## src/rtl/pc_gen_unit_if.sv

```systemverilog
// Fetch-side handshake between the PC generator and instruction memory.
// The master drives the PC request; the slave returns Fetch_Ready.
interface pc_gen_unit_if #(
    parameter int unsigned XLEN = 32
);
    logic            Fetch_Valid;
    logic            Fetch_Ready;
    logic [XLEN-1:0] Pc_Out;
    logic [XLEN-1:0] Pc_Add_Out;

    modport master (
        output Fetch_Valid,
        output Pc_Out,
        output Pc_Add_Out,
        input  Fetch_Ready
    );

    modport slave (
        input  Fetch_Valid,
        input  Pc_Out,
        input  Pc_Add_Out,
        output Fetch_Ready
    );
endinterface

```

## src/rtl/pc_gen_unit.sv

```systemverilog
// Fetch-stage program-counter generator with trap/branch redirects, stall and
// misalignment checks. Optional compressed-instruction support via `RVC_EN.
module pc_gen_unit #(
    parameter int unsigned     XLEN      = 32,
    parameter logic [XLEN-1:0] RESET_VEC = '0,
    parameter logic [XLEN-1:0] TRAP_VEC  = XLEN'(32'h100),
    parameter int unsigned     CNT_W     = 16
) (
    input  logic             clk,
    input  logic             rst,
    input  logic             Stall,
    input  logic             Br_Taken,
    input  logic [XLEN-1:0]  Br_Target,
    input  logic             Trap_Req,
    input  logic [XLEN-1:0]  Trap_Target,
    input  logic             Is_Compressed,
    pc_gen_unit_if.master    fetch_if,
    output logic             Misalign_Err,
    output logic [CNT_W-1:0] Fetch_Count
);

    typedef enum logic [1:0] {
        ST_BOOT = 2'd0,
        ST_RUN  = 2'd1,
        ST_HOLD = 2'd2
    } state_t;

`ifdef RVC_EN
    localparam logic [XLEN-1:0] ALIGN_MASK = XLEN'(1);
`else
    localparam logic [XLEN-1:0] ALIGN_MASK = XLEN'(3);
`endif

    state_t           r_state;
    state_t           w_state_nxt;
    logic [XLEN-1:0]  r_pc;
    logic [XLEN-1:0]  w_pc_nxt;
    logic             r_valid;
    logic             w_valid_nxt;
    logic             r_err;
    logic             w_err_nxt;
    logic [CNT_W-1:0] r_cnt;
    logic [CNT_W-1:0] w_cnt_nxt;
    logic [XLEN-1:0]  w_step;
    logic [XLEN-1:0]  w_pc_add;
    logic             w_accept;
    logic             w_br_misaligned;

    // Instruction step size
`ifdef RVC_EN
    assign w_step = Is_Compressed ? XLEN'(2) : XLEN'(4);
`else
    logic w_unused_is_compressed;
    assign w_unused_is_compressed = Is_Compressed;
    assign w_step = XLEN'(4);
`endif

    assign w_pc_add        = r_pc + w_step;
    assign w_accept        = r_valid & fetch_if.Fetch_Ready & ~Stall;
    assign w_br_misaligned = |(Br_Target & ALIGN_MASK);

    // State and output registers
    always_ff @(posedge clk or posedge rst) begin
        if (rst) begin
            r_state <= ST_BOOT;
            r_pc    <= RESET_VEC;
            r_valid <= 1'b0;
            r_err   <= 1'b0;
            r_cnt   <= '0;
        end else begin
            r_state <= w_state_nxt;
            r_pc    <= w_pc_nxt;
            r_valid <= w_valid_nxt;
            r_err   <= w_err_nxt;
            r_cnt   <= w_cnt_nxt;
        end
    end

    // Next-state, PC selection and counter update
    always_comb begin
        w_state_nxt = r_state;
        w_pc_nxt    = r_pc;
        w_valid_nxt = 1'b0;
        w_err_nxt   = 1'b0;
        w_cnt_nxt   = r_cnt;

        case (r_state)
            ST_BOOT: w_state_nxt = ST_RUN;
            ST_RUN:  if (Stall)  w_state_nxt = ST_HOLD;
            ST_HOLD: if (!Stall) w_state_nxt = ST_RUN;
            default: w_state_nxt = ST_BOOT;
        endcase

        // BOOT ignores every request; otherwise trap > branch > accept > hold
        if (r_state != ST_BOOT) begin
            if (Trap_Req) begin
                w_pc_nxt = Trap_Target & ~ALIGN_MASK;
            end else if (Br_Taken) begin
                if (w_br_misaligned) begin
                    w_pc_nxt  = TRAP_VEC;
                    w_err_nxt = 1'b1;
                end else begin
                    w_pc_nxt = Br_Target;
                end
            end else if (w_accept) begin
                w_pc_nxt = w_pc_add;
            end
        end

        // A consumed request counts even when a redirect overrides the PC
        if (w_accept) begin
            w_cnt_nxt = r_cnt + CNT_W'(1);
        end

        w_valid_nxt = (w_state_nxt == ST_RUN);
    end

    assign fetch_if.Fetch_Valid = r_valid;
    assign fetch_if.Pc_Out      = r_pc;
    assign fetch_if.Pc_Add_Out  = w_pc_add;
    assign Misalign_Err         = r_err;
    assign Fetch_Count          = r_cnt;

endmodule

```

## src/flat_wrapper.sv

```systemverilog
// flat-port wrapper written by rule: the top's interface ports become plain ports
module pc_gen_unit_flat 
#(
    parameter int unsigned     XLEN      = 32,
    parameter logic [XLEN-1:0] RESET_VEC = '0,
    parameter logic [XLEN-1:0] TRAP_VEC  = XLEN'(32'h100),
    parameter int unsigned     CNT_W     = 16
)
  (clk, rst, Stall, Br_Taken, Br_Target, Trap_Req, Trap_Target, Is_Compressed, Misalign_Err, Fetch_Count, fetch_if_Fetch_Valid, fetch_if_Pc_Out, fetch_if_Pc_Add_Out, fetch_if_Fetch_Ready);
  pc_gen_unit_if #(.XLEN(XLEN)) fetch_if_i ();
  input  logic clk;
  input  logic rst;
  input  logic Stall;
  input  logic Br_Taken;
  input  logic [XLEN-1:0] Br_Target;
  input  logic Trap_Req;
  input  logic [XLEN-1:0] Trap_Target;
  input  logic Is_Compressed;
  output logic Misalign_Err;
  output logic [CNT_W-1:0] Fetch_Count;
  output wire logic [$bits(fetch_if_i.Fetch_Valid)-1:0] fetch_if_Fetch_Valid;
  output wire logic [$bits(fetch_if_i.Pc_Out)-1:0] fetch_if_Pc_Out;
  output wire logic [$bits(fetch_if_i.Pc_Add_Out)-1:0] fetch_if_Pc_Add_Out;
  input wire logic [$bits(fetch_if_i.Fetch_Ready)-1:0] fetch_if_Fetch_Ready;
  assign fetch_if_Fetch_Valid = fetch_if_i.Fetch_Valid;
  assign fetch_if_Pc_Out = fetch_if_i.Pc_Out;
  assign fetch_if_Pc_Add_Out = fetch_if_i.Pc_Add_Out;
  assign fetch_if_i.Fetch_Ready = fetch_if_Fetch_Ready;
  pc_gen_unit #(.XLEN(XLEN), .RESET_VEC(RESET_VEC), .TRAP_VEC(TRAP_VEC), .CNT_W(CNT_W)) u_core (.clk(clk), .rst(rst), .Stall(Stall), .Br_Taken(Br_Taken), .Br_Target(Br_Target), .Trap_Req(Trap_Req), .Trap_Target(Trap_Target), .Is_Compressed(Is_Compressed), .fetch_if(fetch_if_i), .Misalign_Err(Misalign_Err), .Fetch_Count(Fetch_Count));
endmodule
```

## config.mk

```make
export PLATFORM = sky130hd
export DESIGN_NAME = pc_gen_unit_flat
export DESIGN_NICKNAME = d
export VERILOG_FILES = /design/src/rtl/pc_gen_unit_if.sv /design/src/rtl/pc_gen_unit.sv /design/src/flat_wrapper.sv
export SDC_FILE = /design/constraint.sdc
export NUM_CORES = 1
export LEC_CHECK = 0
export ABC_CLOCK_PERIOD_IN_PS = 2460
export CORE_MARGIN = 2
export CORE_UTILIZATION = 42
export DETAILED_ROUTE_END_ITERATION = 10
export PLACE_DENSITY = 0.78
export SYNTH_ARGS = -nofsm -noshare
export SYNTH_HDL_FRONTEND = slang
export SYNTH_SLANG_ARGS = --single-unit
```

## constraint.sdc

```tcl
create_clock -name clk -period 2.46 [get_ports clk]
set_input_delay 0.369 -clock clk [delete_from_list [all_inputs] [get_ports clk]]
set_output_delay 0.369 -clock clk [all_outputs]
set_load 0.01 [all_outputs]
```

# Word-level counts from Yosys, hierarchy flattened
# Cells that the tools add are included.
# Widths: inputs -> output; s select.
[word_totals]
ff_bits = 52
latch_bits = 0
ram_bits = 0
romBits = 0
out_inout_bits = 82
wordCells = 29
mem_count = 0
[op_classes]
n_addsub = 2
n_mul = 0
div_mod_pow = 0
order_cmp = 0
eq_ne = 3
shift = 0
n_mux = 11
bitwise_logic = 3
reduce_logical = 5
[op_table]
columns = ["operator", "count"]
rows = [
  ["$mux 32", 4],
  ["$add 32x3->32 const B", 1],
  ["$add 16x1->16 const B", 1],
  ["$pmux 2 s3", 1],
  ["$eq 2x1->1 const B", 2],
  ["$mux 1", 4],
  ["$mux 2", 2],
  ["$reduce_bool 3->1", 1],
  ["$and 1x1->1", 2],
  ["$eq 2x2->1 const B", 1],
  ["$logic_not 2->1", 1],
  ["$reduce_and 2->1", 1],
  ["$reduce_bool 2->1", 1],
  ["$reduce_or 2->1", 1],
  ["$not 1->1", 1],
]

# Logic depth before layout (Yosys ltp)
[depth]
depth_word = 5
mapped_depth = 7
ltp_nobuf = 6

# Least setup slack after synthesis
# OpenSTA, ideal clock, no wires.
[synth_path]
kind = "register -> output"
from = "reg u_core.r_pc[15], in the netlist u_core.fetch_if.Pc_Out[15]"
to = "out fetch_if_Pc_Add_Out[27]"
arrival_ns = 2.054
t_required_ns = 2.091
setup_slack_ns = 0.037
stages_incl_launch_ff = 7
cell_sequence = "dfrtp_1 clkbuf_2 nand3_1 or3_1 buf_6 or4b_4 xnor2_1"
[synth_via]
elab_chain_len = 1
[synth_lines]
columns = ["element", "line_no", "rtl"]
rows = [
  ["start: declaration", "pc_gen_unit.sv:36", "logic [XLEN-1:0] r_pc;"],
  ["start signal: assignment", "pc_gen_unit.sv:72", "r_pc <= w_pc_nxt;"],
  ["$add 32x3->32", "pc_gen_unit.sv:58", "assign w_pc_add = r_pc + w_step;"],
  ["end: declaration", "flat_wrapper.sv:23", "output wire logic [$bits(fetch_if_i.Pc_Add_Out)-1:0] fetch_if_Pc_Add_Out;"],
]
# Every way passes these cells.

# Worst setup path in the final report
[layout_path]
from = "reg u_core.r_pc[11], in the netlist u_core.fetch_if.Pc_Out[11]"
to = "out fetch_if_Pc_Add_Out[27]"
# Same word-level chain as after synthesis.

==> reports/metrics.csv <==
metric,value,unit
Setup-failing EPs final,0,
antenna violations before repair,0,
Yosys top cell by area,sky130_fd_sc_hd__dfrtp_1,
number of vias per cell after detailed routing,5.63,
number of cells in the design after placement,672,
total of buffers placed on input and output ports,149,
tightest hold margin,471,ps
area share of the largest cell type after synthesis,0.383,
cell area after synthesis,3390,µm²
number of vias after detailed routing,3899,
Die Ht,93.9,µm
first-pass iteration count of the detailed router,5,
total wire length after detailed routing,12.0,mm
critical path endpoint category,output port,
achievable frequency,409,MHz
count of flip-flops with a built-in enable after synthesis,0,
largest fanout of any net on the critical path,3,
Max Slew Vio Count,0,
standby leakage power,2.49,nW
"Hold Vio Cnt, Final",0,
clock tree root buffer cell,sky130_fd_sc_hd__clkbuf_8,
startpoint of the most critical register-to-register path,u_core.fetch_if.Pc_Out[7],
critical path type,reg -> out,
actual transition at the worst max-transition pin,671,ps
worst reg2reg path depth,9,
Syn Nets,455,
initial cell density of the core,0.437,
mean area per synthesized cell,8.89,µm²
post-synthesis register bit count,52,
Global Route Usage Sum,0.273,
Final Wtd Congestion,0.873,
maximum number of pins on one net before global-route repair,53,
number of global-route vias before repair,3854,
area grow syn2layout,66.9,%
placement-stage worst setup slack,-152,ps
number of instances in the synthesized netlist,382,
gr ovfl total,0,
HP Class,reg -> reg,
RSZ-0062 raised after global routing,true,
cts-stage hold buffer count,0,
final clock skew,7.75,ps
Clock Sinks,52,
Critical Path Start,u_core.fetch_if.Pc_Out[11],
Hold Path Stages,1,
clock tree from TritonCTS,done,
horizontal extent of the die,93.9,µm
Final Critical Period,2440,ps
post-route ant nets,0,
run status,"complete, no violations",
Maximum Capacitance Violations,0,
share of synthesized registers carrying an async set or reset,1.00,
biggest area contributors in the synthesized netlist,"sky130_fd_sc_hd__dfrtp_1 38%, sky130_fd_sc_hd__xnor2_1 6.7%, sky130_fd_sc_hd__xor2_1 4.6%",
Worst path slowest cell,sky130_fd_sc_hd__or4b_4,
die footprint,8820,µm²
CTS Buf Count,5,
Detail Placement HPWL,8.93,mm
"CTS clk-pin slew, worst paths",100,ps
DRC violations left,0,
"buffers from clock root to sink, at most",2,
critical path cell sequence,nand4_4 > or3_4 > or4b_4 > xnor2_2 > buf_2,
post-synthesis cell type count,56,
placement row count,32,
count of nets after finishing,663,
final clock period utilization by the worst path,0.994,
clock latency on the worst-skew pair,310,ps
share of cells above drive strength 1,0.220,
worst-case setup margin in the final layout,15.1,ps
hold wc startpoint,u_core.Fetch_Count[15],
Clock H-tree levels,2,
max_slew headroom,0.552,
stage delay of the slowest cell on the critical path,570,ps
diode count,0,
Syn. warnings,0,
number of top-level design ports,153,
data required time at the worst endpoint,2090,ps
routed len/inst,17.4,µm
Critical Path AT,2080,ps
first-pass GRT wire length,19.0,mm
maximum vdd ir drop,593,µV
sequential fraction of the synthesis area,0.383,
power density over the cells,916,nW/µm²
Setup crit start kind,flop,
core region area,7770,µm²
top_reg_cell synth,sky130_fd_sc_hd__dfrtp_1,
number of standard cells in the final layout excluding fillers,693,
Starting DRT DRC Count,261,
-- where the power goes --
group / total [mW] / switching, mW / leakage (nW) / internal [mW]
clock: 0.594 / 0.292 / 0.0552 / 0.303
sequential: 1.43 / 0.288 / 0.669 / 1.14
combinational: 3.16 / 1.52 / 1.77 / 1.64
total: 5.19 / 2.10 / 2.49 / 3.09
-- kinds of logic after synthesis --
kind of cell | synth area share
buffers and inverters | 0.0450
DFF | 0.383
AOI/OAI and AO/OA | 0.204
xor gates and xnor gates | 0.114
adders and majority gates | 0.00737
muxes | 0.00885
and+or+nand+nor | 0.238
-- cell usage after synthesis (2+ instances only) --
| library cell | count |
|---|---|
| sky130_fd_sc_hd__o211ai_1 | 3 |
| sky130_fd_sc_hd__o22ai_1 | 4 |
| sky130_fd_sc_hd__nor4_2 | 3 |
| sky130_fd_sc_hd__nor2_1 | 32 |
| sky130_fd_sc_hd__or2_2 | 2 |
| sky130_fd_sc_hd__inv_1 | 9 |
| sky130_fd_sc_hd__a31o_2 | 2 |
| sky130_fd_sc_hd__xor2_1 | 18 |
| sky130_fd_sc_hd__nand4_1 | 12 |
| sky130_fd_sc_hd__or3_1 | 4 |
| sky130_fd_sc_hd__clkbuf_1 | 21 |
| sky130_fd_sc_hd__nand3_1 | 25 |
| sky130_fd_sc_hd__and3_1 | 9 |
| sky130_fd_sc_hd__dfrtp_1 | 52 |
| sky130_fd_sc_hd__a22oi_1 | 12 |
| sky130_fd_sc_hd__xnor2_1 | 26 |
| sky130_fd_sc_hd__a22o_1 | 2 |
| sky130_fd_sc_hd__o21ai_0 | 30 |
| sky130_fd_sc_hd__a21oi_1 | 12 |
| sky130_fd_sc_hd__a221oi_1 | 2 |
| sky130_fd_sc_hd__o2bb2ai_1 | 6 |
| sky130_fd_sc_hd__o31a_1 | 3 |
| sky130_fd_sc_hd__mux2i_1 | 3 |
| sky130_fd_sc_hd__a222oi_1 | 9 |
| sky130_fd_sc_hd__and4_1 | 4 |
| sky130_fd_sc_hd__and2_1 | 5 |
| sky130_fd_sc_hd__buf_4 | 2 |
| sky130_fd_sc_hd__a31oi_1 | 6 |
| sky130_fd_sc_hd__nand2b_1 | 7 |
| sky130_fd_sc_hd__nand2_1 | 26 |
| sky130_fd_sc_hd__ha_1 | 2 |
| sky130_fd_sc_hd__nor3_1 | 5 |
-- worst paths after layout --
path                       slack [ps]                    endpoint
max                                20     fetch_if_Pc_Add_Out[27]
min                               470      u_core.Fetch_Count[15]
max reg2reg                       350  u_core.fetch_if.Pc_Out[24]
min reg2reg                       470      u_core.Fetch_Count[15]
max in group asynchronous        1460   u_core.fetch_if.Pc_Out[5]
min in group asynchronous         540  u_core.fetch_if.Pc_Out[31]
-- registers in the layout, indices dropped and copies added (netlist names) --
| signal | count |
|---|---|
| u_core.r_state | 2 |
| u_core.Misalign_Err | 1 |
| u_core.Fetch_Count | 16 |
| u_core.fetch_if.Pc_Out | 32 |
| u_core.fetch_if.Fetch_Valid | 1 |
-- timing repair --
item	CTS	global route
pin swaps	5	10
gates resized for setup	52	31
buffers inserted	8	5
setup endpoints to repair	23	17
-- placed cells by master, fill, tap and decap left out, drive strengths merged, types with 4 or more instances in the layout --
cell type / count
a222oi: 9
xor2: 18
o21ai: 30
a31oi: 6
a22oi: 12
clkdlybuf4s50: 125
nand2: 26
o22ai: 5
and3: 9
clkbuf: 11
and2: 5
buf: 86
dfrtp: 52
and4: 4
nand2b: 7
o2bb2ai: 6
xnor2: 26
inv: 9
nand4: 13
nor3: 5
nor4: 4
nor2: 32
a21oi: 12
dlygate4sd2: 9
nand3: 25
or3: 4
-- per-layer routing --
| metal | vias to the layer above | routed length (µm) | track usage |
|---|---|---|---|
| met5 | - | 0 | 0 |
| met2 | 179 | 6060 | 0.479 |
| met4 | 0 | 202 | 0.0749 |
| met1 | 1882 | 4970 | 0.349 |
| met3 | 16 | 793 | 0.0393 |
| li1 | 1822 | - | - |
-- critical path, delay by kind of cell, from the launching register on --
family	cells	cell delay, ps
AND/OR/NAND/NOR	3	1050
flip-flops	1	420
buffers and inverters	1	160
XOR/XNOR	1	130
-- through the flow --
stage / TNS, ps / util / power, mW / cell area, µm²
finish: 0 / 0.730 / 5.19 / 5670
global route: -174 / 0.730 / 5.50 / 5670
CTS: -43.0 / 0.721 / 5.12 / 5600
detailed placement: -603 / 0.696 / 4.60 / 5400
global placement: -452 / 0.696 / 4.53 / 5400
floorplan: 0 / - / 2.73 / 3390
-- cell type report --
class / count / area (µm²)
clock inverter: 2 / 35.0
multi-input combinational: 294 / 2070
clock buffer: 6 / 72.6
inverter: 9 / 33.8
fill: 594 / 2100
sequential: 52 / 1300
timing repair buffer: 228 / 2020
tap: 102 / 128
Power figures use the tool's default switching activity.
